**config.mk**
```make
export PLATFORM = sky130hd
export DESIGN_NAME = matmul_sequencer
export DESIGN_NICKNAME = d
export VERILOG_FILES = /design/src/rtl/matmul_pkg.sv /design/src/rtl/matmul_sequencer.sv
export SDC_FILE = /design/constraint.sdc
export NUM_CORES = 1
export LEC_CHECK = 0
export CAP_MARGIN = 25
export CORE_MARGIN = 2
export CORE_UTILIZATION = 47
export DETAILED_ROUTE_END_ITERATION = 7
export PLACE_DENSITY = 0.84
export SYNTH_ARGS = -nofsm -noshare
export SYNTH_HDL_FRONTEND = slang
export SYNTH_SLANG_ARGS = --single-unit
```
**constraint.sdc**
```tcl
create_clock -name clk -period 3.5 [get_ports clk]
set_input_delay 0.7 -clock clk [delete_from_list [all_inputs] [get_ports clk]]
set_output_delay 0.7 -clock clk [all_outputs]
set_load 0.02 [all_outputs]
```
**src/rtl/matmul_pkg.sv**
```systemverilog
// Shared definitions for the 2x2 8-bit matrix multiply block.
// Holds:
//   - the sequencer state encoding;
//   - operand and result counts and widths;
//   - the operand slot numbering used on the datapath sel_in bus;
//   - a helper that sizes the sequencer's latency counter.
package matmul_pkg;

    typedef enum logic [2:0] {
        StIdle,
        StLoad,
        StSettle,
        StExec,
        StWait,
        StRsel,
        StOut
    } mm_state_e;

    localparam int unsigned MM_OPERANDS = 8;
    localparam int unsigned MM_RESULTS  = 4;
    localparam int unsigned MM_IN_W     = 8;
    localparam int unsigned MM_RES_W    = 17;

    // Operand slot numbering on the datapath sel_in bus.
    localparam logic [2:0] SLOT_A00 = 3'd0;
    localparam logic [2:0] SLOT_A01 = 3'd1;
    localparam logic [2:0] SLOT_A10 = 3'd2;
    localparam logic [2:0] SLOT_A11 = 3'd3;
    localparam logic [2:0] SLOT_B00 = 3'd4;
    localparam logic [2:0] SLOT_B01 = 3'd5;
    localparam logic [2:0] SLOT_B10 = 3'd6;
    localparam logic [2:0] SLOT_B11 = 3'd7;

    // Width needed to hold the larger of two latency values.
    // The result is never narrower than 3 bits.
    function automatic int unsigned lat_cnt_width(input int unsigned a, input int unsigned b);
        int unsigned m;
        int unsigned w;
        m = (a > b) ? a : b;
        w = $clog2(m + 1);
        return (w > 3) ? w : 3;
    endfunction

endpackage

```
**src/rtl/matmul_sequencer.sv**
```systemverilog
// Sequencer that drives the 2x2 8-bit matrix_multiply datapath end to end.
//
// Operation:
//   - Accepts eight operand bytes on a valid/ready stream. They are written in order to
//     operand slots A00, A01, A10, A11, B00, B01, B10, B11.
//   - Pulses mm_execute once.
//   - Reads the four 17-bit products back as a valid/ready result stream, in the order
//     C00, C01, C10, C11.
//
// Ports:
//   clk, reset         single clock; synchronous active-high reset
//   start              begin a job (only honoured in idle)
//   in_data/in_valid   operand byte stream, in_ready accepts
//   out_data/out_valid result word stream, out_ready accepts
//   busy               high whenever not idle
//   done               one-cycle pulse after the 4th result is accepted
//   mm_sel_in          datapath operand slot
//   mm_input_val       datapath operand value
//   mm_execute         datapath compute strobe
//   mm_sel_out         datapath result select
//   mm_result          datapath result
module matmul_sequencer
    import matmul_pkg::*;
#(
    parameter int unsigned EXEC_LAT = 2,
    parameter int unsigned READ_LAT = 1
) (
    input  logic                clk,
    input  logic                reset,
    input  logic                start,
    input  logic [MM_IN_W-1:0]  in_data,
    input  logic                in_valid,
    output logic                in_ready,
    output logic [MM_RES_W-1:0] out_data,
    output logic                out_valid,
    input  logic                out_ready,
    output logic                busy,
    output logic                done,
    output logic [2:0]          mm_sel_in,
    output logic [MM_IN_W-1:0]  mm_input_val,
    output logic                mm_execute,
    output logic [1:0]          mm_sel_out,
    input  logic [MM_RES_W-1:0] mm_result
);

    localparam int unsigned CntW = lat_cnt_width(EXEC_LAT, READ_LAT);
    localparam logic [1:0]  LastRes = 2'(MM_RESULTS - 1);

    mm_state_e           state_q, state_d;
    logic [2:0]          op_idx_q, op_idx_d;
    logic [1:0]          res_idx_q, res_idx_d;
    logic [CntW-1:0]     cnt_q, cnt_d;
    logic [MM_RES_W-1:0] out_data_d;
    logic                out_valid_d;
    logic                done_d;
    logic [2:0]          sel_in_d;
    logic [MM_IN_W-1:0]  input_val_d;
    logic                execute_d;
    logic [1:0]          sel_out_d;

    assign in_ready = (state_q == StLoad);
    assign busy     = (state_q != StIdle);

    always_comb begin
        state_d     = state_q;
        op_idx_d    = op_idx_q;
        res_idx_d   = res_idx_q;
        cnt_d       = cnt_q;
        out_data_d  = out_data;
        out_valid_d = out_valid;
        done_d      = 1'b0;
        sel_in_d    = mm_sel_in;
        input_val_d = mm_input_val;
        execute_d   = 1'b0;
        sel_out_d   = mm_sel_out;

        case (state_q)
            StIdle: begin
                if (start) begin
                    op_idx_d = SLOT_A00;
                    state_d  = StLoad;
                end
            end
            StLoad: begin
                // The datapath writes its slot every clock, so these only move on accept.
                if (in_valid) begin
                    sel_in_d    = op_idx_q;
                    input_val_d = in_data;
                    op_idx_d    = op_idx_q + 3'd1;
                    if (op_idx_q == SLOT_B11) begin
                        state_d = StSettle;
                    end
                end
            end
            StSettle: begin
                // Registered strobe: high during the single EXEC cycle.
                execute_d = 1'b1;
                state_d   = StExec;
            end
            StExec: begin
                cnt_d   = CntW'(EXEC_LAT);
                state_d = StWait;
            end
            StWait: begin
                // Leave on the cycle the count would reach zero.
                if (cnt_q <= CntW'(1)) begin
                    res_idx_d = 2'd0;
                    sel_out_d = 2'd0;
                    cnt_d     = CntW'(READ_LAT);
                    state_d   = StRsel;
                end else begin
                    cnt_d = cnt_q - CntW'(1);
                end
            end
            StRsel: begin
                if (cnt_q <= CntW'(1)) begin
                    out_data_d  = mm_result;
                    out_valid_d = 1'b1;
                    state_d     = StOut;
                end else begin
                    cnt_d = cnt_q - CntW'(1);
                end
            end
            StOut: begin
                if (out_ready) begin
                    out_valid_d = 1'b0;
                    if (res_idx_q == LastRes) begin
                        done_d  = 1'b1;
                        state_d = StIdle;
                    end else begin
                        res_idx_d = res_idx_q + 2'd1;
                        sel_out_d = res_idx_q + 2'd1;
                        cnt_d     = CntW'(READ_LAT);
                        state_d   = StRsel;
                    end
                end
            end
            default: state_d = StIdle;
        endcase
    end

    always_ff @(posedge clk) begin
        if (reset) begin
            state_q      <= StIdle;
            op_idx_q     <= 3'd0;
            res_idx_q    <= 2'd0;
            cnt_q        <= '0;
            out_data     <= '0;
            out_valid    <= 1'b0;
            done         <= 1'b0;
            mm_sel_in    <= 3'd0;
            mm_input_val <= '0;
            mm_execute   <= 1'b0;
            mm_sel_out   <= 2'd0;
        end else begin
            state_q      <= state_d;
            op_idx_q     <= op_idx_d;
            res_idx_q    <= res_idx_d;
            cnt_q        <= cnt_d;
            out_data     <= out_data_d;
            out_valid    <= out_valid_d;
            done         <= done_d;
            mm_sel_in    <= sel_in_d;
            mm_input_val <= input_val_d;
            mm_execute   <= execute_d;
            mm_sel_out   <= sel_out_d;
        end
    end

endmodule
```
# Word level (Yosys, flattened, before mapping)

Cells that the tools add are included.

$add $sub $neg: 3
$lt $le $gt $ge: 1
Eq/ne operators: 16
Mux-type cells: 25
Bitwise operators: 2
Reduce and logical (&&, ||, !) cells: 14

Operators with widths:

| kind                | number |
|---|---|
| $mux 3              | 13 |
| $pmux 3 s7          | 1 |
| $ne 2x2->1 const B  | 7 |
| $eq 3x3->1 const B  | 4 |
| $pmux 3 s4          | 1 |
| $reduce_and 4->1    | 2 |
| $eq 3x2->1 const B  | 2 |
| $mux 2              | 3 |
| $pmux 3 s2          | 1 |
| $reduce_and 3->1    | 2 |
| $reduce_and 6->1    | 1 |
| $reduce_bool 2->1   | 3 |
| $mux 1              | 4 |
| $pmux 2 s2          | 1 |
| $reduce_and 2->1    | 2 |
| $reduce_bool 4->1   | 1 |
| $add 3x1->3 const B | 1 |
| $eq 3x1->1 const B  | 1 |
| $le 3x1->1 const B  | 1 |
| $logic_not 3->1     | 1 |
| $reduce_bool 3->1   | 1 |
| $reduce_or 3->1     | 1 |
| $sub 3x1->3 const B | 1 |
| $add 2x1->2 const B | 1 |
| 4 further kinds     | 5 |

Flip-flop bits (word level): 42
Output and inout bits: 35
Logic and storage cells: 71

# Longest topological paths before layout

Gate-level depths: netlist of run 1.

Word-level depth: 4
Mapped depth: 8
Gate-level depth less buffers: 6

# Worst setup path after synthesis of run 1

No wires, ideal clock.

Kind: reg2out
Start: register state_q[2]
End: output in_ready
Arrival: 1.000 ns
Data required time: 2.800 ns
Setup slack: 1.800 ns
Cell stages (with the launch flop): 3
Path buffers: 1
Cell sequence: dfxtp_1 > clkbuf_1 > nor3_1

Longest elaborated chain between the ends: 1

RTL lines:

| element                | line                    | text |
|---|---|---|
| start, declared        | matmul_sequencer.sv:49  | `mm_state_e state_q, state_d;` |
| start signal, assigned | matmul_sequencer.sv:144 | `state_q <= StIdle;` |
| start signal, assigned | matmul_sequencer.sv:156 | `state_q <= state_d;` |
| $eq 3x1->1             | matmul_sequencer.sv:61  | `assign in_ready = (state_q == StLoad);` |
| end, declared          | matmul_sequencer.sv:33  | `output logic in_ready,` |

Every way passes these cells.

# Worst setup path after layout of run 1

Start: register state_q[0]
End: output in_ready

Same word-level chain as after synthesis.

==> results.sh, run 1 <==
export IMPL_tns_ns=0
export IMPL_dp_hpwl_mm=2.71
export IMPL_cap_violations=0
export IMPL_grt_pass1_vias=1510
export IMPL_worstSetupPathType="reg -> out"
export IMPL_finalCritPeriodShare_pct=73.8
export IMPL_htree_levels=2
export IMPL_placeableCoreArea_mm2=0.00363
export IMPL_routedWlPerCell_um=12.5
export IMPL_clkTransAtPathRegs_ns=0.08
export IMPL_finish_utilization_pct=69.6
export IMPL_grt_max_degree=27
export IMPL_num_nets_final=290
export IMPL_grt_overflow=0
export IMPL_synth_edff_count=0
export IMPL_worst_path_max_fanout=13
export IMPL_post_cts_buffers=0
export IMPL_finalSetupViolCount=0
export IMPL_grt_pass1_wl_mm=6.64
export IMPL_synth_area_per_cell_um2=9.14
export IMPL_endpoint_kind="primary output"
export IMPL_vias=1502
export IMPL_start_util_pct=48.6
export IMPL_cp_required_ns=2.80
export IMPL_vias_per_cell=4.94
export IMPL_numPortBuffers=64
export IMPL_fin_crit_ns=2.58
export IMPL_vdd_drop_max_v=0.000317
export IMPL_max_slew_worst_pin_slew_ns=0.645
export IMPL_status="completed"
export IMPL_synthCells=193
export IMPL_ant_nets=0
export IMPL_die_h_um=65.3
export IMPL_clk_latency_ns=0.30
export IMPL_yosysSeqAreaShare_pct=47.7
export IMPL_rsz0062_at_grt="false"
export IMPL_synth_async_reset_ratio_pct=0
export IMPL_wl_mm=3.81
export IMPL_cp_arrival_ns=1.88
export IMPL_dieArea_mm2=0.00426
export IMPL_ios=65
export IMPL_skew_ns=0.00582
export IMPL_slew_violations=0
export IMPL_gp_congestion=0.823
export IMPL_synth_fp_nets=228
export IMPL_start_kind="flop"
export IMPL_cts_hold_buffers_added=0
export IMPL_grtUsageTotal_pct=19.9
export IMPL_yosys_warnings=0
export IMPL_p_per_area_mw_per_mm2=442
export IMPL_rows=22
export IMPL_n_fill_cell=297
export IMPL_cts_buffers=5
export IMPL_slew_headroom_pct=56.9
export IMPL_root_buffer="clkbuf_8"
export IMPL_leakage_nw=0.887
export IMPL_cts_repair_resize_count=0
export IMPL_antenna_found_initial=0
export IMPL_yosys_cell_types_count=37
export IMPL_netlist_area_mm2=0.00176
export IMPL_clk_path_buf_depth=2
export IMPL_drive_above_1_share_pct=6.25
export IMPL_max_freq_mhz=387
export IMPL_drc=0
export IMPL_drtIter0Drc=82
export IMPL_cts_tree="yes"
export IMPL_areaGrowthSynthToFinish_pct=43.3
export IMPL_clock_sinks=42
export IMPL_first_pass_iters=5
export IMPL_power_total_mw=1.12
export IMPL_final_hold_violation_count=0
export IMPL_synth_flop_cell="dfxtp_1"
export IMPL_die_width_um=65.3
export IMPL_synth_seq_cells=42
export IMPL_diodes=0
export IMPL_hp_class="reg -> reg"
[worst max-delay path, stage by stage, from the launching register on]
cell and delay [ns]:
dfxtp_1 0.56, inv_1 0.19, nor3_1 0.20, clkdlybuf4s50_1 0.63
[layout make-up]
class | count | area (µm²) | area share, %
multi-input combinational | 136 | 838 | 33.2
clock inverter | 3 | 48.8 | 1.93
timing repair buffer | 66 | 656 | 25.9
tap | 48 | 60.1 | 2.38
inverter | 4 | 15.0 | 0.594
clock buffer | 5 | 68.8 | 2.72
sequential | 42 | 841 | 33.3
[sequential cells by signal (all words and copies together) (netlist names)]
name          flops
op_idx_q          3
mm_execute        1
res_idx_q         2
mm_input_val      8
out_valid         1
cnt_q             3
mm_sel_in         3
done              1
out_data         17
state_q           3
[cells in the mapped netlist, drive strengths merged, types with 2 or more instances]
master	number	area, µm²
a211o	2	17.5
a21oi	19	95.1
a31oi	2	12.5
and2	2	15.0
and2b	2	15.0
buf	6	51.3
clkbuf	5	18.8
dfxtp	42	841
ha	5	62.6
inv	4	15.0
mux2i	17	170
nand2	31	116
nand3b	2	15.0
nand4	5	31.3
nor2	22	82.6
nor2b	3	18.8
nor3	2	10.0
nor4b	2	32.5
o21ai	8	43.8
[final timing paths]
kind	startpoint	depth (start not counted)	slack (ns)	to
worst max-delay path	state_q[0]	3	0.92	in_ready
worst min-delay path	mm_sel_in[2]	2	0.46	mm_sel_in[2]
worst max register to register	state_q[2]	5	1.61	out_data[16]
worst min register to register	mm_sel_in[2]	2	0.46	mm_sel_in[2]
[stage by stage]
step           setup slack (ns)  hold slack [ns]  instance area (µm²)  instances
2_1_floorplan              1.80            0.449                 1760        193
3_3_place_gp               1.29            0.441                 2410        296
3_5_place_dp               1.26            0.445                 2410        296
4_1_cts                   0.925            0.457                 2530        304
5_1_grt                   0.720            0.468                 2530        304
6_report                  0.918            0.456                 2530        304
[power breakdown]
part           switching (mW)  internal (mW)  total (mW)
Sequential             0.0246          0.497       0.522
Clock                   0.178          0.217       0.395
Combinational           0.101         0.0993       0.201
[metal layers]
layer	vias up	wire length (µm)	track usage, %
li1	782	-	-
met1	673	1710	24.6
met2	42	1830	32.1
met3	5	208	6.51
met4	0	59	7.81
met5	-	0	0
[kinds of logic after synthesis]
family	Yosys count	synth area share (%)
muxes	18	10.3
buffers and inverters	15	4.82
AOI/OAI and AO/OA	36	12.2
DFF	42	47.7
and+or+nand+nor	77	21.5
adders and majority gates	5	3.55
[layout by cell type (no fill, tap or decap), drive strengths merged, types with 3 or more instances in the layout]
master / count
a21oi: 19
inv: 5
nor2b: 3
mux2i: 17
clkbuf: 5
nand4: 5
clkdlybuf4s50: 64
nand2: 31
nor2: 22
o21ai: 8
ha: 5
dfxtp: 42
Power figures use the tool's default switching activity.
==> run 2: changes to the inputs <==
CORE_UTILIZATION = 44   (was 47)
PLACE_DENSITY = 0.79   (was 0.84)
clock period = 2.5 ns   (was 3.5 ns; I/O delays follow)
==> results.sh, run 2 (synthesis results as in run 1) <==
export IMPL_status="completed"
export IMPL_skew_ns=0.00741
export IMPL_numPortBuffers=64
export IMPL_cts_hold_buffers_added=0
export IMPL_cp_required_ns=2.00
export IMPL_clk_path_buf_depth=2
export IMPL_slew_headroom_pct=65.8
export IMPL_regMostFlops="out_data"
export IMPL_worstSetupPathType="reg -> out"
export IMPL_ios=65
export IMPL_finish_utilization_pct=63.8
export IMPL_vias=1529
export IMPL_vias_per_cell=4.96
export IMPL_max_slew_worst_pin_slew_ns=0.508
export IMPL_power_share_clock_pct=29.1
export IMPL_wl_mm=3.76
export IMPL_first_pass_iters=4
export IMPL_worstReg2RegStart="state_q[2]"
export IMPL_htree_levels=2
export IMPL_clk_latency_ns=0.29
export IMPL_dp_hpwl_mm=2.73
export IMPL_start_util_pct=44.7
export IMPL_die_width_um=67.3
export IMPL_power_total_mw=1.44
export IMPL_hp_class="reg -> reg"
export IMPL_cts_repair_resize_count=0
export IMPL_gp_congestion=0.833
export IMPL_hold_start="mm_input_val[6]"
export IMPL_root_buffer="clkbuf_8"
export IMPL_dieArea_mm2=0.00453
export IMPL_placeableCoreArea_mm2=0.00394
export IMPL_endpoint_kind="primary output"
export IMPL_p_int_mw=1.04
export IMPL_grt_overflow=0
export IMPL_start_kind="flop"
export IMPL_comb_power_share_pct=21.1
export IMPL_startpoint="state_q[2]"
export IMPL_seqPwrFrac_pct=49.8
export IMPL_drtIter0Drc=114
export IMPL_max_freq_mhz=451
export IMPL_vdd_drop_max_v=0.000307
export IMPL_grtUsageTotal_pct=18.0
export IMPL_areaGrowthSynthToFinish_pct=42.5
export IMPL_rrSetupSlack_ns=0.64
export IMPL_cts_buffers=5
export IMPL_rows=23
export IMPL_largest_reg_flops=17
export IMPL_leakage_nw=0.885
export IMPL_layout_common_cells="64 x clkdlybuf4s50_1, 42 x dfxtp_1, 31 x nand2_1"
export IMPL_grt_max_degree=19
export IMPL_clock_sinks=42
export IMPL_routedWlPerCell_um=12.2
export IMPL_fin_crit_ns=2.22
export IMPL_tns_ns=0
export IMPL_slew_violations=0
export IMPL_hold_worst_slack_ns=0.457
export IMPL_rsz0062_at_grt="false"
export IMPL_cts_tree="yes"
export IMPL_finalCritPeriodShare_pct=88.7
export IMPL_finalSetupViolCount=0
export IMPL_reg_top3="out_data: 17 flops, mm_input_val: 8 flops"
export IMPL_drive_above_1_share_pct=6.59
export IMPL_cp_arrival_ns=1.72
export IMPL_die_h_um=67.3
export IMPL_final_hold_violation_count=0
export IMPL_drc=0
export IMPL_cap_violations=0
export IMPL_diodes=0
export IMPL_antenna_found_initial=0
export IMPL_netSwitchingFraction_pct=28.1
export IMPL_post_cts_buffers=0
export IMPL_ant_nets=0
export IMPL_clkTransAtPathRegs_ns=0.08
export IMPL_final_common_cell="clkdlybuf4s50_1"
export IMPL_grt_pass1_vias=1443
export IMPL_grt_pass1_wl_mm=6.22
export IMPL_p_per_area_mw_per_mm2=575
export IMPL_num_nets_final=292
export IMPL_worst_path_max_fanout=13
export IMPL_p_sw_mw=0.406
run 2: cell types whose count changed in the layout (fill, tap and decap cells not counted), sizes merged:
cell	delta
buf	+2
bufinv	-1
clkbuf	+1
clkinvlp	-1
clkinv	+2
inv	-1
run 2: layout make-up:
cell class	count	area, µm²
fill	342	1430
sequential	42	841
multi-input combinational	136	838
timing repair buffer	68	671
clock buffer	6	72.6
tap	50	62.6
inverter	4	15.0
clock inverter	2	13.8
run 2: per-stage QoR:
stage               setup WS, ns  cell area (µm²)  cells
floorplan                  0.932             1760    193
global placement           0.495             2430    300
detailed placement         0.472             2430    300
CTS                        0.286             2510    308
global route               0.167             2510    308
finish                     0.283             2510    308
run 2: metal layers:
layer	wire length, µm	part of all wire [%]	up-vias	track usage [%]
met1	1670	44	682	21.6
met2	1760	47	54	30.0
li1	-	-	791	-
met5	0	0	-	0
met3	296	7.9	2	5.50
met4	34	0.90	0	7.65
run 2: power by group through the flow:
stage               combinational [mW]  clock (mW)  sequential (mW)
CTS                              0.307       0.436            0.719
detailed placement               0.306           0            0.735
global route                     0.337       0.461            0.724
floorplan                        0.168           0            0.745
global placement                 0.301           0            0.734
finish                           0.305       0.420            0.719
run 2: path summary, 6_finish.rpt:
kind,endpoint,cells past startpoint
worst min-delay path,mm_input_val[6],2
worst max-delay path,busy,3
worst min register to register,mm_input_val[6],2
worst max register to register,out_data[2],5
run 2: critical path, stage by stage (launching register included):
cell	delay, ns
dfxtp_1	0.56
nor2_1	0.17
nand2_1	0.11
clkdlybuf4s50_1	0.60
